`config.mk`:
```
export PLATFORM = sky130hd
export DESIGN_NAME = memory_list_signed_streamer
export DESIGN_NICKNAME = d
export VERILOG_FILES = /design/src/rtl/memory_stream_pkg.sv /design/src/rtl/stream_skid_fifo2.sv /design/src/rtl/memory_list_signed_streamer.sv
export SDC_FILE = /design/constraint.sdc
export NUM_CORES = 1
export LEC_CHECK = 0
export CAP_MARGIN = 10
export CORE_ASPECT_RATIO = 1.1
export CORE_MARGIN = 4
export CORE_UTILIZATION = 51
export CTS_BUF_LIST = sky130_fd_sc_hd__clkbuf_4
export DETAILED_ROUTE_END_ITERATION = 8
export HOLD_SLACK_MARGIN = 0.03
export PLACE_DENSITY = 0.83
export SLEW_MARGIN = 5
export SYNTH_ARGS = -nofsm -noshare
export SYNTH_HDL_FRONTEND = slang
export SYNTH_SLANG_ARGS = --single-unit
```
`constraint.sdc`:
```
create_clock -name clk -period 3.03 [get_ports clk]
set_input_delay 0.4545 -clock clk [delete_from_list [all_inputs] [get_ports clk]]
set_output_delay 0.4545 -clock clk [all_outputs]
set_load 0.02 [all_outputs]
```
`src/rtl/memory_stream_pkg.sv`:
```
// Shared types and constants for the signed list streamer.
// FSM encoding, buffer depth and stat accumulator sizing.
package memory_stream_pkg;

  typedef enum logic [1:0] {
    IDLE,
    RUN,
    DRAIN,
    DONE
  } state_e;

  localparam int BUF_DEPTH = 2;

  // Sum of up to 2**al words of mw bits never overflows.
  function automatic int stat_sum_w(input int mw,
                                    input int al);
    return mw + al + 1;
  endfunction

endpackage

```
`src/rtl/stream_skid_fifo2.sv`:
```
// Two-entry synchronous FIFO with a registered head.
// Absorbs read latency and output backpressure.
module stream_skid_fifo2
  import memory_stream_pkg::*;
#(
  parameter int W = 16
) (
  input  logic         clk,
  input  logic         resetn,
  input  logic         push_i,
  input  logic [W-1:0] data_i,
  input  logic         pop_i,
  output logic [W-1:0] head_o,
  output logic         valid_o,
  output logic [1:0]   occ_o
);

  logic [W-1:0] head_q, head_d;
  logic [W-1:0] tail_q, tail_d;
  logic [1:0]   occ_q, occ_d;

  always_comb begin
    head_d = head_q;
    tail_d = tail_q;
    occ_d  = occ_q;
    unique case ({push_i, pop_i})
      2'b10: begin
        occ_d = occ_q + 2'd1;
        if (occ_q == 2'd0) head_d = data_i;
        else               tail_d = data_i;
      end
      2'b01: begin
        occ_d  = occ_q - 2'd1;
        head_d = tail_q;
      end
      2'b11: begin
        if (occ_q == 2'd1) begin
          head_d = data_i;
        end else begin
          head_d = tail_q;
          tail_d = data_i;
        end
      end
      default: ;
    endcase
  end

  always_ff @(posedge clk or negedge resetn) begin
    if (!resetn) begin
      head_q <= '0;
      tail_q <= '0;
      occ_q  <= '0;
    end else begin
      head_q <= head_d;
      tail_q <= tail_d;
      occ_q  <= occ_d;
    end
  end

  assign head_o  = head_q;
  assign valid_o = (occ_q != 2'd0);
  assign occ_o   = occ_q;

endmodule

```
`src/rtl/memory_list_signed_streamer.sv`:
```
// Streams base..base+length-1 (wrapping) from a 1-cycle signed memory.
// Optional running min/max/sum under MEMORY_LIST_STREAMER_STATS_EN.
module memory_list_signed_streamer
  import memory_stream_pkg::*;
#(
  parameter int mem_width   = 16,
  parameter int address_len = 10,
  parameter int mem_depth   = 1024
) (
  input  logic                          clk,
  input  logic                          resetn,
  input  logic                          start,
  input  logic [address_len-1:0]        base_addr,
  input  logic [address_len:0]          length,
  output logic                          busy,
  output logic                          done,
  output logic                          mem_r_en,
  output logic [address_len-1:0]        mem_r_addr,
  input  logic signed [mem_width-1:0]   mem_r_data,
  output logic signed [mem_width-1:0]   out_data,
  output logic                          out_valid,
  input  logic                          out_ready,
  output logic                          out_last,
  output logic signed [mem_width-1:0]   stat_min,
  output logic signed [mem_width-1:0]   stat_max,
  output logic signed
    [stat_sum_w(mem_width, address_len)-1:0] stat_sum
);

  localparam int AW = address_len;
  localparam int LW = address_len + 1;
  localparam int SW = stat_sum_w(mem_width, address_len);

  state_e        state_q, state_d;
  logic [LW-1:0] len_q, issued_q, beat_q;
  logic [AW-1:0] addr_q;
  logic          pend_q;

  logic          accept, pop, issue, last_issue, last_pop;
  logic [LW-1:0] len_c;
  logic [1:0]    occ;
  logic [2:0]    inflight;
  logic [mem_width-1:0] head;

  assign accept = (state_q == IDLE) && start;
  assign len_c  = (length > LW'(mem_depth)) ?
                  LW'(mem_depth) : length;

  assign pop      = out_valid && out_ready;
  assign inflight = {1'b0, occ} + {2'b0, pend_q};

  // Credit: words buffered or in flight must fit after this pop.
  assign issue = (state_q == RUN) &&
                 (issued_q != len_q) &&
                 (inflight < 3'(BUF_DEPTH) + {2'b0, pop});

  assign last_issue = issue &&
                      (issued_q == len_q - LW'(1));
  assign out_last   = out_valid &&
                      (beat_q == len_q - LW'(1));
  assign last_pop   = pop && out_last;

  always_ff @(posedge clk or negedge resetn) begin
    if (!resetn) state_q <= IDLE;
    else         state_q <= state_d;
  end

  always_comb begin
    state_d = state_q;
    unique case (state_q)
      IDLE:  if (start) state_d = RUN;
      RUN: begin
        if (len_q == '0)     state_d = DONE;
        else if (last_issue) state_d = DRAIN;
      end
      DRAIN: if (last_pop) state_d = DONE;
      DONE:  state_d = IDLE;
      default: state_d = IDLE;
    endcase
  end

  always_comb begin
    busy     = (state_q == RUN) || (state_q == DRAIN);
    done     = (state_q == DONE);
    mem_r_en = issue;
  end

  always_ff @(posedge clk or negedge resetn) begin
    if (!resetn) begin
      len_q    <= '0;
      issued_q <= '0;
      beat_q   <= '0;
      addr_q   <= '0;
      pend_q   <= 1'b0;
    end else begin
      pend_q <= issue;
      if (accept) begin
        len_q    <= len_c;
        issued_q <= '0;
        beat_q   <= '0;
        addr_q   <= base_addr;
      end else begin
        if (issue) begin
          issued_q <= issued_q + LW'(1);
          addr_q   <= (addr_q == AW'(mem_depth - 1)) ?
                      '0 : addr_q + AW'(1);
        end
        if (pop) beat_q <= beat_q + LW'(1);
      end
    end
  end

  assign mem_r_addr = addr_q;

  stream_skid_fifo2 #(
    .W(mem_width)
  ) u_fifo (
    .clk    (clk),
    .resetn (resetn),
    .push_i (pend_q),
    .data_i (mem_r_data),
    .pop_i  (pop),
    .head_o (head),
    .valid_o(out_valid),
    .occ_o  (occ)
  );

  assign out_data = head;

`ifdef MEMORY_LIST_STREAMER_STATS_EN
  localparam logic signed [mem_width-1:0] SMAX =
    {1'b0, {(mem_width-1){1'b1}}};
  localparam logic signed [mem_width-1:0] SMIN =
    {1'b1, {(mem_width-1){1'b0}}};

  logic signed [mem_width-1:0] min_q, max_q;
  logic signed [SW-1:0]        sum_q;

  always_ff @(posedge clk or negedge resetn) begin
    if (!resetn) begin
      min_q <= '0;
      max_q <= '0;
      sum_q <= '0;
    end else if (accept) begin
      min_q <= SMAX;
      max_q <= SMIN;
      sum_q <= '0;
    end else if (pend_q) begin
      if (mem_r_data < min_q) min_q <= mem_r_data;
      if (mem_r_data > max_q) max_q <= mem_r_data;
      sum_q <= sum_q + SW'(mem_r_data);
    end
  end

  assign stat_min = min_q;
  assign stat_max = max_q;
  assign stat_sum = sum_q;
`else
  assign stat_min = '0;
  assign stat_max = '0;
  assign stat_sum = '0;
`endif

endmodule

```
==> metrics.csv, run 1 <==
stage;metric;value;unit
sta;minimum clock period;2.85;ns
critical_path;nature of the critical path startpoint;register;
sta;Max Clock Freq;0.351;GHz
synth;Avg Cell Area, Syn;9.51;um2
global_route;first-pass GRT wire length;18100;um
pwr;power density over cell area;978;nW/um2
critical_path;element type at the critical path end;output pin;
pwr;leak pwr;2.63;nW
clock_network;CTS tree;built;
synth;Yosys reg bits;80;
floorplanning;# IOs;131;
critical_path;critical path's top delay family;compound AO/OA/AOI/OAI gates;
global_route;vias in the first global route;3834;
place;dpl hpwl;8290;um
place;Placed Area;5740;um2
final_layout;Ant. Diodes;0;
sta;Final Cycle Share;93.9;%
floorplanning;Starting Density;52.0;%
critical_path;critical path required time;2.58;ns
clock_network;clk buf depth;2;
synth;Post-Synthesis Cell Area;5120;um2
place;Port Buffers;71;
sta;Final Hold Slack;0.169;ns
critical_path;crit-path cells;ha_1 -> or3b_2 -> a211o_1 -> a31oi_1 -> buf_4 -> buf_2;
status;outcome;finished clean;
clock_network;H-tree levels;3;
clock_network;hold buffer count at cts;0;
place;Placed Cells;722;
detailed_routing;DRT antenna net count;0;
global_route;GRT Util Overall;18.6;%
clock_network;CTS root buffer;clkbuf_4;
synth;cell count after synthesis;538;
final_layout;fin util;60.0;%
clock_network;clock sinks;80;
synth;Cell variety after synth;64;
synth;Post-synth EDFFs;0;
place;routability cong.;0.914;
final_layout;most frequent cells in the layout;dfrtp_1 (78), clkdlybuf4s50_1 (68), nand2_1 (60), conb_1 (59);
critical_path;Slowest-stage cell, CP;or3b_2;
sta;Final setup viols;0;
detailed_routing;via count;3896;
floorplanning;Core Region;9840;um2
detailed_routing;vias per std cell;5.24;
global_route;largest net degree at the start of global routing;81;
detailed_routing;DRT iter0 DRCs;249;
detailed_routing;Routed WL;10900;um
pwr;Max VDD drop;0.540;mV
critical_path;Arr. time, crit path;2.39;ns
sta;Slew @ Worst Pin;0.999;ns
run;max cap viols;0;
floorplanning;FP Rows;38;
critical_path;CP Buf/Inv Count;2;
synth;yosys warns;0;
final_layout;Final #Nets;676;
synth;Post-synth top flop;dfrtp_1;
floorplanning;DIE WIDTH;104;um
final_layout;Fillers;867;
min_path;Hold Path Class;input pin to asynchronous set/reset pin;
final_layout;share of cells above drive strength 1;12.2;%
detailed_routing;routed len/inst;14.7;um
final_layout;non-filler cells, final;743;
detailed_routing;Pre-antenna DRT Iters;4;
global_route;initial antenna violation count;0;
detailed_routing;# DRC;0;
clock_network;Num CTS Buffers;9;
sta;Worst slew margin;33.4;%
final_layout;Multi-input gate area;2680;um2
sta;Fin Setup TNS;0;ns
floorplanning;die height;113;um
critical_path;crit path kind;register to output pin;
final_layout;commonest non-fill, non-tap cell in the layout;dfrtp_1;
global_route;grt ovf;0;
final_layout;Area Growth Syn to Fin;15.4;%
critical_path;critical path's largest stage delay;0.45;ns
clock_network;clock latency on the worst-skew pair;0.42;ns
synth;Seq/Total Area, Yosys;39.1;%
critical_path;Crit Path Max Fanout;3;
clock_network;clock-pin slew on the worst setup and hold paths;0.12;ns
final_layout;FF/Latch Area;2000;um2
critical_path;Reg2Reg Setup Slack;0.19;ns
place;pre-CTS setup slack;-0.0266;ns
pwr;overall power;5.78;mW
final_layout;fin area;5910;um2
sta;worst clock skew;0.0187;ns
sta;Pins Over Slew Limit;0;
floorplanning;die area;11700;um2
sta;final hold viol count;0;
sta;RSZ-0062 raised after global routing;false;
synth;Synth async-reset ratio;100;%
sta;Final WS setup;0.184;ns
-- worst reg2reg max path, delay by kind of cell (launching register included) --
| kind | cells | cell delay [ns] |
|---|---|---|
| AO/OA/AOI/OAI | 3 | 0.87 |
| AND/OR/NAND/NOR | 3 | 0.58 |
| flip-flops | 1 | 0.47 |
| multiplexers | 1 | 0.35 |
| buffers and inverters | 2 | 0.29 |
| adder cells (fa/ha/maj) | 1 | 0.19 |
-- sequential cells by signal (all words and copies together), names as in the netlist --
| signal | flops |
|---|---|
| mem_r_addr | 10 |
| u_fifo.head_o | 16 |
| state_q | 2 |
| len_q | 11 |
| pend_q | 1 |
| issued_q | 11 |
| u_fifo.tail_q | 16 |
| beat_q | 11 |
| u_fifo.occ_o | 2 |
-- layout make-up --
type	count	area share, %
clock buffer	9	1.14
multi-input combinational	416	45.4
inverter	15	0.953
sequential	80	33.9
tap	120	2.54
timing repair buffer	96	15.0
clock inverter	7	1.06
-- per-layer routing --
layer	vias to the layer above	track usage, %	wire length, um
met5	-	0	0
met4	0	5.59	171
met3	20	4.96	663
met2	142	31.9	5370
met1	1838	23.2	4740
li1	1896	-	-
-- logic make-up (layout without fill, tap and decap cells) --
| group | count (synthesis) | after routing | synth area share, % |
|---|---|---|---|
| other | 1 | 59 | 0.0733 |
| DFF | 80 | 80 | 39.1 |
| xor gates and xnor gates | 54 | 54 | 9.39 |
| buffers and inverters | 100 | 127 | 13.0 |
| adders and majority gates | 17 | 17 | 4.16 |
| and+or+nand+nor | 171 | 171 | 17.2 |
| AOI/OAI and AO/OA | 94 | 94 | 12.5 |
| muxes | 21 | 21 | 4.55 |
-- cell usage after synthesis (all sizes together) (3+ instances only) --
master / instances / area, um2
or3: 5 / 31.3
nand2: 60 / 225
nand3b: 7 / 52.6
o21ai: 34 / 170
nor2: 32 / 120
dfrtp: 80 / 2000
ha: 17 / 213
a22oi: 18 / 135
mux2i: 3 / 30.0
nor4: 5 / 46.3
a22o: 3 / 26.3
inv: 15 / 56.3
nor3b: 4 / 35.0
clkbuf: 19 / 104
mux2: 18 / 203
and3: 13 / 81.3
nand3: 11 / 55.1
a221o: 4 / 40.0
xnor2: 33 / 289
nand4: 6 / 37.5
nand2b: 3 / 18.8
and4: 3 / 26.3
nor3: 6 / 30.0
nor2b: 5 / 31.3
a211oi: 3 / 27.5
buf: 66 / 504
a2111oi: 3 / 46.3
a21oi: 13 / 65.1
xor2: 21 / 191
-- where the power goes --
part           internal (mW)  switching (mW)  leakage, nW  total, mW
logic                   1.55            1.75         1.56       3.30
registers               1.49           0.382         1.01       1.87
clock network          0.244           0.365       0.0684      0.609
total                   3.28            2.50         2.63       5.78
-- worst paths after layout --
kind,endpoint,start,cells past startpoint
setup / recovery,mem_r_en,pend_q,6
hold / removal,u_fifo.head_o[0],resetn,1
setup reg to reg,state_q[1],len_q[1],10
hold reg to reg,u_fifo.head_o[12],u_fifo.head_o[12],2
max in group asynchronous,len_q[1],resetn,1
min in group clk,u_fifo.head_o[12],u_fifo.head_o[12],2
-- timing repair --
item | CTS | global route
gates resized for setup | 5 | 5
setup endpoints to repair | 2 | 2
setup buffers | 0 | 5
pin swaps | 0 | 0
No activity file was read; power rests on OpenSTA's default activity.
==> run 2: changes to the inputs <==
==> constraint.sdc (replaced) <==
create_clock -name clk -period 3.03 [get_ports clk]
set_input_delay 0.4545 -clock clk [delete_from_list [all_inputs] [get_ports clk]]
set_output_delay 0.4545 -clock clk [all_outputs]
set_load 0.1 [all_outputs]
==> run 2 against run 1 <==
Against the previous run: the run now ends with setup timing left; via count rose by 2.1%; hold slack got worse by 0.0062 ns; worst setup slack got worse by 0.24 ns; clock skew fell by 0.0054 ns; non-clock buffer count fell by 3; critical endpoint is now out_last; cell area fell by 0.76%; critical path depth rose by 2.
==> metrics.csv, run 2 (synthesis gave the netlist of run 1 again) <==
stage;metric;value;unit
sta;RSZ-0062 raised after global routing;true;
global_route;GRT Util Overall;18.9;%
critical_path;Worst Setup SP;len_q[0];
sta;Final WS setup;-0.0606;ns
sta;Final Cycle Share;102;%
sta;Max Clock Freq;0.324;GHz
critical_path;critical path's top delay family;simple AND/OR/NAND/NOR gates;
floorplanning;# IOs;131;
floorplanning;die height;113;um
critical_path;crit-path cells;buf_6 -> or4_4 -> nor4_4 -> xnor2_2 -> a211oi_2 -> nand3_1 -> a21oi_4 -> buf_12;
global_route;grt ovf;0;
place;routability cong.;0.938;
detailed_routing;Routed WL;11300;um
place;Placed Area;5680;um2
place;dpl hpwl;8470;um
floorplanning;Core Region;9840;um2
sta;Slew @ Worst Pin;0.992;ns
clock_network;CTS tree;built;
status;outcome;finished, violations left;
place;pre-CTS setup slack;0.190;ns
clock_network;clock-pin slew on the worst setup and hold paths;0.12;ns
global_route;initial antenna violation count;0;
sta;Worst slew margin;33.9;%
sta;Pins Over Slew Limit;0;
run;max cap viols;0;
critical_path;Worst R2R Start;pend_q;
status;failing checks;setup timing;
floorplanning;Starting Density;52.0;%
clock_network;Num CTS Buffers;9;
floorplanning;FP Rows;38;
clock_network;clock latency on the worst-skew pair;0.43;ns
final_layout;Final #Nets;673;
critical_path;nature of the critical path startpoint;register;
detailed_routing;via count;3978;
detailed_routing;vias per std cell;5.37;
clock_network;H-tree levels;3;
global_route;vias in the first global route;3912;
detailed_routing;Pre-antenna DRT Iters;5;
floorplanning;DIE WIDTH;104;um
detailed_routing;routed len/inst;15.2;um
critical_path;critical path's largest stage delay;0.56;ns
final_layout;fin area;5860;um2
final_layout;Area Growth Syn to Fin;14.5;%
critical_path;Crit Path Max Fanout;7;
sta;final hold viol count;0;
clock_network;CTS root buffer;clkbuf_4;
min_path;Hold Path Class;input pin to asynchronous set/reset pin;
critical_path;Slowest-stage cell, CP;or4_4;
clock_network;clock sinks;80;
detailed_routing;# DRC;0;
critical_path;element type at the critical path end;output pin;
detailed_routing;DRT iter0 DRCs;260;
final_layout;commonest non-fill, non-tap cell in the layout;dfrtp_1;
critical_path;Arr. time, crit path;2.64;ns
final_layout;share of cells above drive strength 1;17.6;%
global_route;largest net degree at the start of global routing;81;
floorplanning;die area;11700;um2
final_layout;most frequent cells in the layout;dfrtp_1 (76), nand2_1 (60), conb_1 (59), buf_4 (51), clkdlybuf4s50_1 (39);
clock_network;clk buf depth;2;
global_route;first-pass GRT wire length;18300;um
critical_path;critical path required time;2.58;ns
detailed_routing;DRT antenna net count;0;
place;Port Buffers;71;
sta;worst clock skew;0.0134;ns
critical_path;crit path kind;register to output pin;
clock_network;hold buffer count at cts;0;
sta;minimum clock period;3.09;ns
sta;Final setup viols;1;
critical_path;CP Buf/Inv Count;2;
[run 2: repair_timing]
item	CTS	global route
cloned	0	0
setup buffers	3	2
gates resized for setup	4	6
hold endpoints to repair	0	0
endpoints found under the setup margin	2	2
[run 2: layer usage]
metal | share of wire, % | GRT usage, %
met5 | 0 | 0
met4 | 2.5 | 7.71
met3 | 7.1 | 3.82
met2 | 50 | 33.2
met1 | 40 | 22.9
[run 2: final timing paths]
check | endpoint | slack (ns) | cells after the start
max reg2reg | mem_r_addr[6] | 0.27 | 10
min in group clk | u_fifo.head_o[13] | 0.49 | 2
max in group asynchronous | len_q[4] | 2.14 | 1
max | out_last | -0.06 | 8
min | u_fifo.head_o[14] | 0.16 | 1
min reg2reg | u_fifo.head_o[13] | 0.49 | 2
[run 2: cell type report]
class | count | area, um2
fill | 857 | 3980
multi-input combinational | 416 | 2710
sequential | 80 | 2010
timing repair buffer | 93 | 825
tap | 120 | 150
clock buffer | 9 | 67.6
inverter | 15 | 56.3
clock inverter | 7 | 38.8
antenna | 1 | 2.50
[run 2: stage by stage]
| step | TNS, ns | hold WS, ns | std cells | util, % |
|---|---|---|---|---|
| CTS | -0.0717 | 0.203 | 738 | 59.1 |
| global route | -0.214 | 0.266 | 740 | 59.5 |
| floorplan | 0 | 0.159 | 596 | - |
| finish | -0.0606 | 0.163 | 741 | 59.5 |
| global placement | 0 | 0.463 | 719 | 57.7 |
| detailed placement | 0 | 0.475 | 719 | 57.7 |
Power of run 2 is left out: the tool's default activity adds up to more than one toggle a clock period on the data nets, which glitch-free logic cannot reach.
